File: src/rtl/ahb_pkg.sv
// Shared AHB-Lite constants and the response-slave state encoding.
// Imported by the response slave and its testbench.
package ahb_pkg;

  localparam logic [1:0] HTRANS_IDLE   = 2'b00;
  localparam logic [1:0] HTRANS_BUSY   = 2'b01;
  localparam logic [1:0] HTRANS_NONSEQ = 2'b10;
  localparam logic [1:0] HTRANS_SEQ    = 2'b11;

  localparam logic [1:0] HRESP_OKAY  = 2'b00;
  localparam logic [1:0] HRESP_ERROR = 2'b01;

  typedef enum logic [2:0] {
    StIdle,
    StWait,
    StErr1,
    StErr2,
    StDone
  } resp_state_e;

  // Only NONSEQ and SEQ carry a real transfer; IDLE and BUSY get a free OKAY.
  function automatic logic trans_active(input logic [1:0] htrans);
    return (htrans == HTRANS_NONSEQ) || (htrans == HTRANS_SEQ);
  endfunction

endpackage

File: src/rtl/ahb_err_log.sv
// Error log for the response slave: saturating counter, last-error address and
// direction capture, and a sticky interrupt with set-over-clear priority.
module ahb_err_log #(
  parameter int unsigned ADDR_WIDTH = 32,
  parameter int unsigned CNT_WIDTH  = 8
) (
  input  logic                  HCLK,
  input  logic                  HRESETn,
  input  logic                  capture,
  input  logic [ADDR_WIDTH-1:0] cap_addr,
  input  logic                  cap_write,
  input  logic                  inc,
  input  logic                  clr,
  output logic [CNT_WIDTH-1:0]  err_count,
  output logic [ADDR_WIDTH-1:0] err_addr,
  output logic                  err_write,
  output logic                  err_irq
);

  logic [CNT_WIDTH-1:0]  count_q, count_d;
  logic [ADDR_WIDTH-1:0] addr_q, addr_d;
  logic                  write_q, write_d;
  logic                  irq_q, irq_d;

  always_comb begin
    count_d = count_q;
    irq_d   = irq_q;
    addr_d  = addr_q;
    write_d = write_q;
    if (inc) begin
      // A new error outranks a clear in the same cycle.
      if (clr) begin
        count_d = CNT_WIDTH'(1);
      end else if (!(&count_q)) begin
        count_d = count_q + CNT_WIDTH'(1);
      end
      irq_d = 1'b1;
    end else if (clr) begin
      count_d = '0;
      irq_d   = 1'b0;
    end
    if (capture) begin
      addr_d  = cap_addr;
      write_d = cap_write;
    end
  end

  always_ff @(posedge HCLK or negedge HRESETn) begin
    if (!HRESETn) begin
      count_q <= '0;
      addr_q  <= '0;
      write_q <= 1'b0;
      irq_q   <= 1'b0;
    end else begin
      count_q <= count_d;
      addr_q  <= addr_d;
      write_q <= write_d;
      irq_q   <= irq_d;
    end
  end

  assign err_count = count_q;
  assign err_addr  = addr_q;
  assign err_write = write_q;
  assign err_irq   = irq_q;

endmodule

File: src/rtl/ahb_resp_slave.sv
// AHB-Lite default/terminator slave: two-cycle ERROR (MODE 0) or OKAY sink (MODE 1),
// with optional wait states and an error log for software/debug.
module ahb_resp_slave
  import ahb_pkg::*;
#(
  parameter int unsigned ADDR_WIDTH  = 32,
  parameter int unsigned DATA_WIDTH  = 32,
  parameter int unsigned MODE        = 0,
  parameter int unsigned WAIT_STATES = 0,
  parameter int unsigned CNT_WIDTH   = 8
) (
  input  logic                  HCLK,
  input  logic                  HRESETn,
  input  logic                  HSEL,
  input  logic [ADDR_WIDTH-1:0] HADDR,
  input  logic [1:0]            HTRANS,
  input  logic                  HWRITE,
  input  logic [2:0]            HSIZE,
  input  logic [2:0]            HBURST,
  input  logic [DATA_WIDTH-1:0] HWDATA,
  input  logic                  HREADYin,
  output logic [DATA_WIDTH-1:0] HRDATA,
  output logic [1:0]            HRESP,
  output logic                  HREADYout,
  input  logic                  err_clr,
  output logic [CNT_WIDTH-1:0]  err_count,
  output logic [ADDR_WIDTH-1:0] err_addr,
  output logic                  err_write,
  output logic                  err_irq
);

  localparam int unsigned WsW = (WAIT_STATES > 0) ? $clog2(WAIT_STATES + 1) : 1;
  localparam logic [WsW-1:0] WsLoad = (WAIT_STATES > 0) ? WsW'(WAIT_STATES - 1) : '0;
  localparam bit ErrMode = (MODE == 0);

  resp_state_e    state_q, state_d;
  logic [WsW-1:0] ws_q, ws_d;
  logic           hready_q, hready_d;
  logic [1:0]     hresp_q, hresp_d;
  logic           acc;
  logic           can_accept;
  logic           log_capture;
  logic           log_inc;

  assign acc = HSEL & HREADYin & trans_active(HTRANS);

  // WAIT and ERR1 hold HREADY low, so a new transfer can only start elsewhere.
  assign can_accept = (state_q == StIdle) || (state_q == StErr2) || (state_q == StDone);

  always_comb begin
    state_d = state_q;
    ws_d    = ws_q;
    unique case (state_q)
      StIdle, StErr2, StDone: begin
        state_d = StIdle;
        if (acc) begin
          if (WAIT_STATES > 0) begin
            state_d = StWait;
            ws_d    = WsLoad;
          end else if (ErrMode) begin
            state_d = StErr1;
          end
        end
      end
      StWait: begin
        if (ws_q == '0) begin
          state_d = ErrMode ? StErr1 : StDone;
        end else begin
          ws_d = ws_q - WsW'(1);
        end
      end
      StErr1:  state_d = StErr2;
      default: state_d = StIdle;
    endcase
  end

  // Outputs are registered from the next state so they leave the flops glitch-free.
  always_comb begin
    hready_d = 1'b1;
    hresp_d  = HRESP_OKAY;
    unique case (state_d)
      StWait: hready_d = 1'b0;
      StErr1: begin
        hready_d = 1'b0;
        hresp_d  = HRESP_ERROR;
      end
      StErr2:  hresp_d = HRESP_ERROR;
      default: ;
    endcase
  end

  always_ff @(posedge HCLK or negedge HRESETn) begin
    if (!HRESETn) begin
      state_q  <= StIdle;
      ws_q     <= '0;
      hready_q <= 1'b1;
      hresp_q  <= HRESP_OKAY;
    end else begin
      state_q  <= state_d;
      ws_q     <= ws_d;
      hready_q <= hready_d;
      hresp_q  <= hresp_d;
    end
  end

  assign HREADYout = hready_q;
  assign HRESP     = hresp_q;
  assign HRDATA    = '0;

  assign log_capture = ErrMode && acc && can_accept;
  assign log_inc     = ErrMode && (state_d == StErr1) && (state_q != StErr1);

  ahb_err_log #(
    .ADDR_WIDTH(ADDR_WIDTH),
    .CNT_WIDTH (CNT_WIDTH)
  ) u_err_log (
    .HCLK     (HCLK),
    .HRESETn  (HRESETn),
    .capture  (log_capture),
    .cap_addr (HADDR),
    .cap_write(HWRITE),
    .inc      (log_inc),
    .clr      (err_clr),
    .err_count(err_count),
    .err_addr (err_addr),
    .err_write(err_write),
    .err_irq  (err_irq)
  );

  logic unused_inputs;
  assign unused_inputs = ^{HSIZE, HBURST, HWDATA};

endmodule

File: config.mk
export PLATFORM = sky130hd
export DESIGN_NAME = ahb_resp_slave
export DESIGN_NICKNAME = d
export VERILOG_FILES = /design/src/rtl/ahb_pkg.sv /design/src/rtl/ahb_err_log.sv /design/src/rtl/ahb_resp_slave.sv
export SDC_FILE = /design/constraint.sdc
export NUM_CORES = 1
export LEC_CHECK = 0
export CORE_MARGIN = 8
export CORE_UTILIZATION = 34
export CTS_CLUSTER_DIAMETER = 80
export DETAILED_ROUTE_END_ITERATION = 10
export GPL_TIMING_DRIVEN = 0
export PLACE_DENSITY = 0.84
export RECOVER_POWER = 25
export SYNTH_ARGS = -nofsm -noshare
export SYNTH_HDL_FRONTEND = slang
export SYNTH_SLANG_ARGS = --single-unit
File: constraint.sdc
create_clock -name HCLK -period 2.9 [get_ports HCLK]
set_input_delay 0.29 -clock HCLK [delete_from_list [all_inputs] [get_ports HCLK]]
set_output_delay 0.29 -clock HCLK [all_outputs]
set_load 0.01 [all_outputs]
---- Yosys cells after proc, flatten, opt, wreduce, memory -nomap -nowiden ----
Index checks and enable logic that the tools add are counted.
operators by class
  add/sub/neg operators ................... 2
  reduce and logical (&&, ||, !) cells .... 12
  mux-type cells .......................... 12
  equality and inequality tests ........... 11
  bitwise logic cells ..................... 2
operators with widths
  operator               count
  $mux W8                4
  $eq A3 B2 Y1 const B   4
  $pmux W3 S3            1
  $add A8 B1 Y8 const B  1
  $reduce_and A8 Y1      1
  $eq A3 B1 Y1 const B   2
  $mux W1                5
  $eq A2 B2 Y1 const B   2
  $reduce_or A2 Y1       2
  $eq A3 B3 Y1 const B   1
  $logic_not A3 Y1       1
  $logic_or A1 B1 Y1     3
  $mux W3                1
  $ne A3 B2 Y1 const B   1
  $reduce_or A3 Y1       1
  $and A1 B1 Y1          2
  $logic_and A1 B1 Y1    2
  $mux W2                1
  $ne A2 B2 Y1 const B   1
  $reduce_and A2 Y1      1
  $reduce_bool A2 Y1     1
  $sub A1 B1 Y1 const B  1
word-level totals
  register bits after elaboration ......... 49
  word-level logic and storage cells ...... 47
  bits of input ports ..................... 78
  output and inout port bits .............. 77

---- Depth between registers and ports, before layout ----
  depth after elaboration ................. 9
  depth in mapped cells ................... 9
  depth with buffers taken out ............ 8

---- Modules after synthesis ----
Synthesis repeated with hierarchy kept, for this count alone.
second synthesis, totals
  cell total of the unflattened synthesis .. 170
  area total of the unflattened synthesis .. 2159.6 um2
by module, submodules not included
  module          area each (um2)  times used  cells an instance  seq. area each (um2)
  ahb_err_log     1746.7           1           123                1051.0
  ahb_resp_slave  412.9            1           47                 101.3

---- Worst setup path before layout ----
No wires, ideal clock.
  kind .................................... flip-flop to flip-flop
  start ................................... register state_q[1]
  end ..................................... register u_err_log.count_q[7] (netlist: u_err_log.err_count[7])
  cell stages (with the launch flop) ...... 9
  path buffers ............................ 1
  path slack .............................. 0.651 ns
  arrival time ............................ 2.172 ns
  required time ........................... 2.823 ns
  library setup time ...................... 0.077 ns
  path through ............................ dfrtp_1 > ha_1 > nand4_1 > buf_2 > nand2_1 > ha_1 > nand4_1 > or4_1 > a21oi_1
between the ends
  word-level cells in the longest chain between the ends .. 7
  elaborated cells between the ends (all ways) .. 14
  those cells by class .................... eq/ne (6); mux (3); reduce/logical (5)
RTL lines
  element                                     line                   text
  start, declared                             ahb_resp_slave.sv:36   resp_state_e state_q, state_d;
  start signal, assigned                      ahb_resp_slave.sv:94   state_q <= StIdle;
  start signal, assigned                      ahb_resp_slave.sv:99   state_q <= state_d;
  $eq A3 B2 Y1, or another cell as far along  ahb_resp_slave.sv:53   unique case (state_q)
  $reduce_or A3 Y1                            ahb_resp_slave.sv:53
  $pmux W3 S3 *                               ahb_resp_slave.sv:53
  named net state_d[1]                        ahb_resp_slave.sv:36
  $eq A3 B2 Y1 *                              ahb_resp_slave.sv:111  assign log_inc = ErrMode && (state_d == StErr1) && (state_q != StErr1);
  $logic_and A1 B1 Y1 *                       ahb_resp_slave.sv:111
  named net log_inc                           ahb_resp_slave.sv:43   logic log_inc;
  $reduce_bool A2 Y1 (no line)                --
  $reduce_and A2 Y1 (no line)                 --
  end signal, assigned                        ahb_err_log.sv:55      count_q <= count_d;
  end, declared                               ahb_err_log.sv:20      logic [CNT_WIDTH-1:0] count_q, count_d;
The timed path passes the listed nets; every way through them passes the cells marked *.
A chain may end at the register's enable or synchronous reset.

---- Final worst setup path ----
Same ends and word-level chain as after synthesis.

==> results.json <==
{
  "num_io_pins": 155,
  "clk_latency_ns": 0.29,
  "start_util": 0.3536,
  "ys_types": 30,
  "cellPowerDensity_nw_per_um2": 885.4,
  "clock_sinks": 46,
  "synth_top_family_by_area": "multiplexers",
  "num-nets-final": 370,
  "endpoint_kind": "flop",
  "holdWs_ns": 0.5038,
  "synth_xor_area_frac": 0,
  "drv_slew": 0,
  "drt_iter0_markers": 12,
  "layout_common_cells": "81 x clkdlybuf4s50_1, 45 x dfrtp_1, 33 x mux2_2, 33 x buf_4, 33 x conb_1",
  "r2r_slack_ns": 0.25,
  "synth_fa_ha_area_frac": 0.02377,
  "crit_required_ns": 3.12,
  "cts_tree": "built",
  "yosysWarnings": 0,
  "vias_per_cell": 4.321,
  "yosys.area.top_type_share": 0.5348,
  "cts.repair.resized": 0,
  "dp.final_hpwl_mm": 4.198,
  "slowest_delay_ns": 0.49,
  "seq_area_frac_synth": 0.5472,
  "startpoint_type": "flop",
  "synth_area_leader_cell": "dfrtp_1",
  "critPathSlowestCell": "or4_1",
  "async_reset_ff_frac": 1.000,
  "power.leakage_nw": 1.527,
  "worstHoldStart": "u_err_log.err_irq",
  "timing.fmax_ghz": 0.3767,
  "status": "completed",
  "hold_viol_final": 0,
  "cp_max_fo": 10,
  "place.gp.congestion": 0.7924,
  "diodes": 0,
  "gr-total-overflow": 0,
  "final_antenna_net_count": 0,
  "relSlewSlack": 0.09074,
  "drc_errors": 0,
  "vias": 1573,
  "hold_path_class": "flop to flop",
  "synthSimpleGateAreaFrac": 0.05526,
  "synthCells": 165,
  "critPathKind": "flop to flop",
  "fin_setup_tns_ns": 0,
  "rsz0062_at_grt": "false",
  "ys_top_cells_by_area": "dfrtp_1 53%, mux2_2 18%, buf_4 12%",
  "ir_drop_mv": 0.4440,
  "cts_max_level": 2,
  "tightest_slew_ns": 1.362,
  "antenna_found_initial": 0,
  "r2r_cells": 8,
  "syn_area_um2": 2106,
  "avgSynthCellArea_um2": 12.76,
  "cts_root_buf": "clkbuf_8",
  "drive_gt1_frac": 0.2768,
  "clkTransAtPathRegs_ns": 0.08,
  "grt_pass1_wl_mm": 7.721,
  "synth_compound_area_frac": 0.05169,
  "hold_depth": 1,
  "port_buffers": 82,
  "synth.area.mux_share": 0.1812,
  "finalWirelength_mm": 5.181,
  "clockBufferDepth": 2,
  "firstDrtPassIters": 4,
  "ys.flop_type": "dfrtp_1",
  "crit_buf_inv": 1,
  "fin_crit_ns": 2.654,
  "grt_pass1_vias": 1533,
  "crit_family": "simple AND/OR/NAND/NOR gates",
  "crit_arrival_ns": 2.87,
  "reg2reg_from": "state_q[1]",
  "num_rows": 28,
  "cap_violations": 0,
  "die_w_um": 94.70,
  "ys_ff_latch": 46,
  "r2r_end": "u_err_log.err_count[7]",
  "path_cells": "ha_1 > nand4_1 > buf_2 > nand2_1 > ha_1 > nand4_1 > or4_1 > a21oi_1",
  "skew_ns": 0.008254,
  "grt_max_degree": 33,
  "wire_per_inst_um": 14.23,
  "layout_commonest_cell": "clkdlybuf4s50_1",
  "synth_edf_count": 0,
  "area_delta_synth_final_pct": 56.68,
  "die_area_um2": 8968,
  "grt_usage": 0.1107,
  "layout_worst_path_cycle_share": 0.9153,
  "cts_buffers": 5,
  "dieHeight_um": 94.70,
  "core_um2": 5956,
  "finalSetupViolations": 0,
  "hold_end": "u_err_log.err_irq"
}
-- power breakdown --
group	internal [mW]	switching, mW
Combinational	0.781	0.498
Sequential	0.929	0.139
Clock	0.367	0.207
-- metrics by stage --
step	setup WS [ns]	cells	util	power (mW)	cell area, um2
after global placement	0.2407	354	0.5273	2.331	3141
after global routing	0.04560	364	0.5540	3.088	3299
after CTS	0.2040	364	0.5555	2.972	3308
final	0.2456	364	0.5540	2.921	3299
after floorplan	0.6508	197	-	1.653	2226
after detailed placement	0.1977	355	0.5298	2.384	3156
-- area by class of cell --
cell class | count | area (um2)
fill | 524 | 2656
sequential | 46 | 1152
timing repair buffer | 84 | 837.1
multi-input combinational | 107 | 780.7
buffer | 38 | 270.3
tap | 75 | 93.84
clock buffer | 6 | 82.58
clock inverter | 2 | 60.06
inverter | 6 | 22.52
-- state kept, by name (all words and copies together), names as in the netlist --
name / count
u_err_log.err_count: 8
u_err_log.err_addr: 32
state_q: 2
u_err_log.err_write: 1
HRESP: 1
u_err_log.err_irq: 1
HREADYout: 1
-- worst reg2reg max path, cell delays in order (launching register included) --
cell,delay (ns)
dfrtp_1,0.37
ha_1,0.31
nand4_1,0.31
buf_2,0.32
nand2_1,0.13
ha_1,0.30
nand4_1,0.18
or4_1,0.49
a21oi_1,0.16
-- layer usage --
metal	vias up	track usage	routed length (um)
met2	69	0.1947	2597
met3	8	0.03968	509
met4	0	0.04551	95
met1	740	0.1177	1978
li1	756	-	-
met5	-	0	0
-- repair_timing --
item,in CTS,in global routing
setup endpoints to repair,0,0
hold buffers,1,0
setup buffers,0,0
hold endpoints to repair,13,0
-- synthesized netlist by cell type, types with 2 or more instances --
cell type / n
dfrtp_1: 45
buf_4: 33
mux2_2: 33
inv_1: 6
a21oi_1: 5
nand2_1: 5
ha_1: 4
buf_2: 3
nand4_1: 3
nor3_1: 3
a211oi_1: 2
a31oi_1: 2
and3_1: 2
clkbuf_1: 2
nand3_1: 2
-- logic make-up after synthesis --
group | after synthesis
adder cells (fa/ha/maj) | 4
buffers and inverters | 44
other | 1
AO/OA/AOI/OAI | 16
AND/OR/NAND/NOR | 20
multiplexers | 34
flip-flops | 46
-- worst max-delay path by stage --
stage	from	to	cells past startpoint
after floorplan	state_q[1]	u_err_log.err_count[7]	8
after global placement	HTRANS[1]	u_err_log.err_count[7]	8
after detailed placement	HTRANS[1]	u_err_log.err_count[7]	8
after CTS	state_q[1]	u_err_log.err_count[7]	8
after global routing	state_q[0]	u_err_log.err_count[7]	9
final	state_q[1]	u_err_log.err_count[7]	8
No activity file was read; power rests on OpenSTA's default activity.
